`config.mk`:
```
export PLATFORM = sky130hd
export DESIGN_NAME = voice_mixer
export DESIGN_NICKNAME = d
export VERILOG_FILES = /design/src/rtl/voice_mixer.sv
export SDC_FILE = /design/constraint.sdc
export NUM_CORES = 1
export LEC_CHECK = 0
export CAP_MARGIN = 30
export CELL_PAD_IN_SITES_DETAIL_PLACEMENT = 1
export CELL_PAD_IN_SITES_GLOBAL_PLACEMENT = 1
export CORE_MARGIN = 5
export CORE_UTILIZATION = 35
export DETAILED_ROUTE_END_ITERATION = 16
export PLACE_DENSITY = 0.69
export SYNTH_ARGS = -nofsm -noshare
export SYNTH_HDL_FRONTEND = slang
export SYNTH_SLANG_ARGS = --single-unit
```
`constraint.sdc`:
```
create_clock -name CLK -period 6.63 [get_ports CLK]
set_clock_uncertainty 0.1 [all_clocks]
set_input_delay 1.326 -clock CLK [delete_from_list [all_inputs] [get_ports CLK]]
set_output_delay 1.326 -clock CLK [all_outputs]
set_load 0.01 [all_outputs]
```
`src/rtl/voice_mixer.sv`:
```
// Sequential voice mixer: sums the enabled voice samples one per CE cycle,
// scales and saturates the sum to 8 bits, and drives a 1-bit PWM DAC.
module voice_mixer #(
    parameter int unsigned VOICES     = 4,
    parameter int unsigned GAIN_SHIFT = 1
) (
    input  logic                  CLK,
    input  logic                  RST_N,
    input  logic                  CE,
    input  logic                  MIX_START,
    input  logic [8*VOICES-1:0]   SAMPLES_IN,
    input  logic [VOICES-1:0]     VOICE_EN,
    input  logic                  FLAG_CLR,
    output logic                  MIX_BUSY,
    output logic [7:0]            MIX_OUT,
    output logic                  MIX_VALID,
    output logic                  CLIP,
    output logic                  OVERRUN,
    output logic                  PWM_OUT
);

    localparam int unsigned IDX_W = $clog2(VOICES);
    localparam int unsigned ACC_W = 8 + IDX_W;

    typedef enum logic [1:0] {IDLE, ACC, DONE} state_t;

    state_t             state, state_nxt;
    logic [7:0]         snap_sample [VOICES];
    logic [VOICES-1:0]  snap_en;
    logic [ACC_W-1:0]   acc;
    logic [ACC_W-1:0]   addend;
    logic [ACC_W-1:0]   scaled;
    logic [IDX_W-1:0]   idx;
    logic               last_voice;
    logic               sat;
    logic [7:0]         pwm_cnt;
    logic [7:0]         duty;

    assign MIX_BUSY = (state != IDLE);

    always_comb begin
        state_nxt  = state;
        last_voice = (idx == IDX_W'(VOICES - 1));
        addend     = snap_en[idx] ? ACC_W'(snap_sample[idx]) : '0;
        scaled     = acc >> GAIN_SHIFT;
        sat        = (scaled > ACC_W'(255));
        case (state)
            IDLE:    if (MIX_START) state_nxt = ACC;
            ACC:     if (last_voice) state_nxt = DONE;
            DONE:    state_nxt = IDLE;
            default: state_nxt = IDLE;
        endcase
    end

    always_ff @(posedge CLK or negedge RST_N) begin
        if (!RST_N) begin
            state <= IDLE;
        end else if (CE) begin
            state <= state_nxt;
        end
    end

    always_ff @(posedge CLK or negedge RST_N) begin
        if (!RST_N) begin
            for (int unsigned i = 0; i < VOICES; i++) snap_sample[i] <= '0;
            snap_en   <= '0;
            acc       <= '0;
            idx       <= '0;
            MIX_OUT   <= '0;
            MIX_VALID <= 1'b0;
            CLIP      <= 1'b0;
            OVERRUN   <= 1'b0;
            pwm_cnt   <= '0;
            duty      <= '0;
            PWM_OUT   <= 1'b0;
        end else if (CE) begin
            MIX_VALID <= 1'b0;
            case (state)
                IDLE: begin
                    if (MIX_START) begin
                        for (int unsigned i = 0; i < VOICES; i++)
                            snap_sample[i] <= SAMPLES_IN[8*i +: 8];
                        snap_en <= VOICE_EN;
                        acc     <= '0;
                        idx     <= '0;
                    end
                end
                ACC: begin
                    acc <= acc + addend;
                    idx <= idx + 1'b1;
                end
                DONE: begin
                    MIX_OUT   <= sat ? '1 : scaled[7:0];
                    MIX_VALID <= 1'b1;
                end
                default: ;
            endcase

            // Set beats clear when both happen on the same edge.
            if ((state == DONE) && sat) CLIP <= 1'b1;
            else if (FLAG_CLR)          CLIP <= 1'b0;

            if (MIX_START && (state != IDLE)) OVERRUN <= 1'b1;
            else if (FLAG_CLR)                OVERRUN <= 1'b0;

            // Duty only reloads at the wrap so a period never changes mid-way.
            pwm_cnt <= pwm_cnt + 8'd1;
            if (pwm_cnt == 8'hFF) duty <= MIX_OUT;
            PWM_OUT <= (pwm_cnt < duty);
        end
    end

endmodule
```
==> results of run 1 <==
per-stage QoR:
stage          power, uW  std cells  hold WS (ns)  worst slack [ns]
3_3_place_gp        1660        513         0.364              2.33
4_1_cts             2060        529         0.390              2.63
6_report            2020        529         0.382              2.62
3_5_place_dp        1700        514         0.370              2.26
5_1_grt             2200        529         0.416              2.46
2_1_floorplan       1410        332         0.345              3.36
cell type report:
| class | instances | area, um2 | share of cell area, % |
|---|---|---|---|
| clock buffer | 10 | 138 | 2.97 |
| sequential | 78 | 1950 | 42.1 |
| tap | 140 | 175 | 3.78 |
| multi-input combinational | 225 | 1700 | 36.8 |
| clock inverter | 5 | 50.0 | 1.08 |
| inverter | 16 | 60.1 | 1.30 |
| timing repair buffer | 55 | 556 | 12.0 |
synth_stat cells:
master	n	area share, %
dfrtp_1	78	52
and4bb_2	1	0.33
xnor2_1	6	1.4
a211o_1	1	0.23
or2_2	1	0.17
mux2i_1	2	0.53
and3_1	3	0.50
o21a_1	2	0.40
and2_1	1	0.17
xor2_1	5	1.2
fa_1	1	0.53
a22o_1	2	0.46
a21oi_1	5	0.66
a21o_1	3	0.60
buf_2	2	0.27
inv_1	16	1.6
mux4_2	7	4.2
nor2b_1	10	1.7
nor2_2	1	0.17
buf_4	1	0.20
o21ai_0	24	3.2
or4_1	2	0.40
nand4_1	3	0.50
a211oi_1	3	0.60
nand2_1	42	4.2
buf_1	3	0.30
nor3_1	3	0.40
nand3_1	8	1.1
o32ai_1	1	0.23
o21bai_1	1	0.20
ha_1	17	5.6
and3b_1	1	0.23
nand2b_1	3	0.50
or3_1	1	0.17
o31ai_1	1	0.20
o21ai_1	5	0.66
a32o_1	1	0.27
clkbuf_1	7	0.70
mux2_2	37	11
a2111oi_0	1	0.23
nor4_1	1	0.17
nor2_1	16	1.6
o211ai_1	3	0.60
worst paths after layout:
path                                        start                           to  cells past startpoint
max in group asynchronous                   RST_N  snap_sample[11]$_DFFE_PN0P_                      2
hold reg to reg            snap_en[1]$_DFFE_PN0P_       snap_en[1]$_DFFE_PN0P_                      2
hold / removal             snap_en[1]$_DFFE_PN0P_       snap_en[1]$_DFFE_PN0P_                      2
min in group asynchronous                   RST_N          duty[5]$_DFFE_PN0P_                      1
setup / recovery                               CE           acc[8]$_DFFE_PN0P_                      7
setup reg to reg               idx[1]$_DFFE_PN0P_           acc[9]$_DFFE_PN0P_                     10
registers in the layout, summed over array words and instances, names as in the netlist:
register / flops
OVERRUN: 1
acc: 10
pwm_cnt: 8
duty: 8
idx: 2
MIX_OUT: 8
snap_sample: 32
PWM_OUT: 1
CLIP: 1
state: 2
MIX_VALID: 1
snap_en: 4
kinds of logic (layout without fill, tap and decap cells):
kind of cell	after synthesis	count (layout)	synth area share [%]
flops	78	78	51.8
compound gates	53	53	8.53
buf+inv	29	86	3.05
xor+xnor	11	11	2.55
fa+ha+maj	18	18	6.17
mux	46	46	15.8
simple gates	97	97	12.2
layer usage:
layer / vias up / global-route usage (%) / part of all wire [%]
met5: - / 0 / 0
met4: 0 / 6.41 / 2.2
met3: 14 / 2.92 / 3.4
met2: 53 / 23.7 / 49
met1: 1296 / 18.1 / 46
li1: 1265 / - / -
worst max-delay path, cell delays in order:
cell	delay (ns)
clkdlybuf4s50_1	0.88
and4bb_2	0.31
buf_4	0.42
nor2_2	0.19
or4_1	0.58
or4_1	0.41
nand2_1	0.08
report_power, final:
part	switching, uW	internal [uW]
clock network	170	180
logic	374	453
registers	177	671
==> results.ini, run 1 <==
[sta]
slew_headroom_pct = 34.0
final_max_slew_viol_count = 0
rsz0062_at_grt = no
hold_viol_final = 0
finalSetupViolCount = 0
fmax_mhz = 249
finalSetupTns_ns = 0
min_period_ns = 4.01
period_share_pct = 60.5
worst_pin_slew_ns = 0.965

[power_and_ir_drop]
power_density_nw_per_um2 = 437
vdd_drop_max_mv = 0.172
total_leakage_power_uw = 0.00205

[global_routing]
grt_overflow_total = 0
grt_max_degree = 42
grtUsageTotal_pct = 14.3
antenna_found_initial = 0
grt_pass1_vias = 2974
grt_pass1_wl_um = 14600

[floorplan]
floorplan.initialDensity_pct = 35.3
core_area_um2 = 10700
die_area_um2 = 13000
rows = 38
floorplan.die.height_um = 114
io_pins = 54
die_x_um = 114

[placement]
dpl.hpwl_um = 6410
io_buffers = 53
place_area_um2 = 4450
place.gp.congestion = 0.852

[finish]
area_growth_pct = 22.9
nets = 444
mostFrequentLayoutCells = dfrtp_1 (78), clkdlybuf4s50_1 (52), nand2_1 (42)
utilization_pct = 43.3
final_area_um2 = 4630
fillCellCount = 1179
final_common_cell = dfrtp_1
num_antenna_cells = 0
drive_above_1_share_pct = 16.7

[routing]
num_vias = 2628
routed_wl_um = 8490
detail_route.iter0.violations = 101
postRouteAntennaNets = 0
first_pass_iters = 4
drc = 0
drt-wirelength-per-cell_um = 16.0
via_per_inst = 4.97

[synth]
synthCells = 332
synth_area_per_cell_um2 = 11.4
yosysUniqueCellTypes = 43
ys_ff_latch = 78
yosysSeqAreaShare_pct = 51.8
syn_nets = 391
mappedNetlistArea_um2 = 3770
yosysWarnings = 0

[status]
outcome = finished, final reports clean

[hold_path]
min_path_type = reg -> reg

[setup_path]
rrSetupSlack_ns = 2.71
crit_fanout = 41
crit_path_end_kind = flip-flop
start_kind = input port
worst-endpoint-arrival_ns = 4.21
cp.required_ns = 6.82
crit_type = in -> reg

[clocking]
clkLatencyLatePin_ns = 0.35
htreeDepth = 3
post_cts_buffers = 0
ctsLongestPathBuffers = 2
cts_resized = 0
cts_tree = built
cts_hold_buffers = 0
path_clk_slew_ns = 0.08
cts_buffers = 9
clock_sinks = 78
cts-root-buf = clkbuf_8

[flow_run]
cap_violations = 0

Power figures use the tool's default switching activity.
==> run 2, diff against run 1 <==
--- a/config.mk
+++ b/config.mk
@@ -11,7 +11,7 @@
 export CORE_MARGIN = 5
 export CORE_UTILIZATION = 35
 export DETAILED_ROUTE_END_ITERATION = 16
-export PLACE_DENSITY = 0.69
+export PLACE_DENSITY = 0.71
 export SYNTH_ARGS = -nofsm -noshare
 export SYNTH_HDL_FRONTEND = slang
 export SYNTH_SLANG_ARGS = --single-unit
==> constraint.sdc (replaced) <==
create_clock -name CLK -period 3.4 [get_ports CLK]
set_clock_uncertainty 0.1 [all_clocks]
set_input_delay 0.68 -clock CLK [delete_from_list [all_inputs] [get_ports CLK]]
set_output_delay 0.68 -clock CLK [all_outputs]
set_load 0.01 [all_outputs]
==> run 2 against run 1 <==
Net effect: register-to-register slack lost 2.3 ns; first-iteration DRC count grew 19%; highest routed layer unchanged; global-route usage shrank 0.38 points; count of clock-buffer cells in the layout grew 1; combinational power grew 100%; final cell count grew 1.3%; sequential power grew 94%; total power grew 97%; non-clock buffer count grew 7; clock power grew 95%.
==> results.ini, run 2 (synthesis gave the netlist of run 1 again) <==
[status]
outcome = finished, final reports clean

[routing]
via_per_inst = 4.92  ; -0.89%
drt-wirelength-per-cell_um = 15.5  ; -3.3%
first_pass_iters = 4  ; unchanged
drc = 0  ; unchanged
postRouteAntennaNets = 0  ; unchanged
detail_route.iter0.violations = 120  ; +19%
routed_wl_um = 8320  ; -2.0%
num_vias = 2639  ; +0.42%

[setup_path]
crit_fanout = 14  ; -66%
cp.required_ns = 3.51  ; -3.31 ns
reg2reg_from = idx[0]$_DFFE_PN0P_
crit_path_end_kind = flip-flop
path_cells = mux4_2 -> nor2b_1 -> ha_1 -> and3_1 -> a2111oi_0 -> buf_4 -> o32ai_1 -> xnor2_1 -> nor2_1
worst-endpoint-arrival_ns = 3.12  ; -1.09 ns
crit_type = reg -> reg
path_delay_family = flip-flops
start_kind = flip-flop
startpoint = idx[0]$_DFFE_PN0P_
crit_buf_inv = 1  ; -1
critPathSlowestCell = dfrtp_2
slowest_delay_ns = 0.59  ; -0.29 ns

[finish]
fin_cells = 536  ; +1.3%
area_growth_pct = 24.6
num_antenna_cells = 0  ; unchanged
top_regs = snap_sample (32), acc (10)
mostFrequentLayoutCells = dfrtp_1 (77), clkdlybuf4s50_1 (52), nand2_1 (42)
drive_above_1_share_pct = 18.2  ; +1.5 points
final_common_cell = dfrtp_1
nets = 451  ; +1.6%
regMostFlops = snap_sample
largest_reg_flops = 32  ; unchanged

[floorplan]
io_pins = 54  ; unchanged
die_area_um2 = 13000  ; unchanged
rows = 38  ; unchanged
core_area_um2 = 10700  ; unchanged
die_x_um = 114  ; unchanged
floorplan.die.height_um = 114  ; unchanged
floorplan.initialDensity_pct = 35.3  ; unchanged

[clocking]
clkLatencyLatePin_ns = 0.35  ; about the same
clock_sinks = 78  ; unchanged
cts_buffers = 9  ; unchanged
htreeDepth = 3  ; unchanged
cts_tree = built
path_clk_slew_ns = 0.08  ; about the same
ctsLongestPathBuffers = 2  ; unchanged
cts-root-buf = clkbuf_8

[sta]
hold_viol_final = 0  ; unchanged
slew_headroom_pct = 66.8  ; +33 points
worst_pin_slew_ns = 0.498  ; -0.467 ns
finalSetupViolCount = 0  ; unchanged
min_period_ns = 3.01
rsz0062_at_grt = no
period_share_pct = 88.5
final.setup.worst_slack_ns = 0.391  ; -2.23 ns
finalSetupTns_ns = 0  ; unchanged
final_max_slew_viol_count = 0  ; unchanged
fmax_mhz = 332

[hold_path]
min_path_type = in -> async

[global_routing]
antenna_found_initial = 0  ; unchanged
grt_max_degree = 62  ; +48%
grt_pass1_vias = 2923  ; -1.7%
grtUsageTotal_pct = 13.9  ; -0.38 points
grt_pass1_wl_um = 14400  ; -1.2%
grt_overflow_total = 0  ; unchanged

[power_and_ir_drop]
total_leakage_power_uw = 0.00208  ; +1.5%
vdd_drop_max_mv = 0.330  ; +92%
power_density_nw_per_um2 = 851  ; +95%

[placement]
dp_slack_ns = 0.231  ; -2.03 ns
place.gp.congestion = 0.755  ; -11%
io_buffers = 53  ; unchanged
placed_cells = 521  ; +1.4%
dpl.hpwl_um = 6200  ; -3.3%

[flow_run]
cap_violations = 0  ; unchanged

run 2: changes by cell type in the layout (fill, tap and decap cells not counted), sizes merged:
cell      before  now
clkbuf        10   11
buf            3   10
clkinv         4    2
clkinvlp       0    1
run 2: per-layer routing:
metal  wire (um)  track usage [%]  vias up
li1            -                -     1273
met1        3850             18.1     1298
met2        4020             22.9       56
met3         344             3.50       12
met4         112             4.75        0
met5           0                0        -
run 2: final timing paths:
check | end | slack, ns | depth (start not counted)
worst max-delay path | acc[9]$_DFFE_PN0P_ | 0.39 | 9
worst min register to register | acc[0]$_DFFE_PN0P_ | 0.39 | 2
max in group asynchronous | snap_sample[23]$_DFFE_PN0P_ | 2.51 | 2
min in group CLK | acc[0]$_DFFE_PN0P_ | 0.39 | 2
worst max register to register | acc[9]$_DFFE_PN0P_ | 0.39 | 9
worst min-delay path | duty[5]$_DFFE_PN0P_ | 0.1 | 1
run 2: stage by stage:
step	util, %	hold slack [ns]	area (um2)	power [uW]
detailed placement	42.1	0.368	4510	3340
finish	43.9	0.0975	4700	4000
floorplan	-	0.284	3770	2740
global route	43.9	0.0971	4700	4310
global placement	41.9	0.359	4480	3250
CTS	43.9	0.0852	4700	4060
run 2: cell type report:
type	instances	area [um2]
Clock buffer	11	141
Clock inverter	4	47.5
Fill cell	1185	6000
Inverter	16	60.1
Multi-Input combinational cell	225	1700
Sequential cell	78	1950
Tap cell	140	175
Timing Repair Buffer	62	616
run 2: power breakdown:
group	switching [uW]	internal, uW
logic	760	915
clock network	331	353
registers	327	1310
total	1420	2580
run 2: repair_timing:
action,4_1_cts,5_1_grt
resized for setup,0,1
hold buffers,0,0
setup endpoints to repair,0,2
setup buffers,0,0
==> run 3, diff against run 2 <==
==> constraint.sdc (replaced) <==
create_clock -name CLK -period 3.4 [get_ports CLK]
set_clock_uncertainty 0.1 [all_clocks]
set_input_delay 0.68 -clock CLK [delete_from_list [all_inputs] [get_ports CLK]]
set_output_delay 0.68 -clock CLK [all_outputs]
set_load 0.02 [all_outputs]
==> results of run 3 <==
The final DEF is identical to that of run 2. Status: finished, final reports clean.
Main changes from that run: total power 4000 uW -> 4040 uW
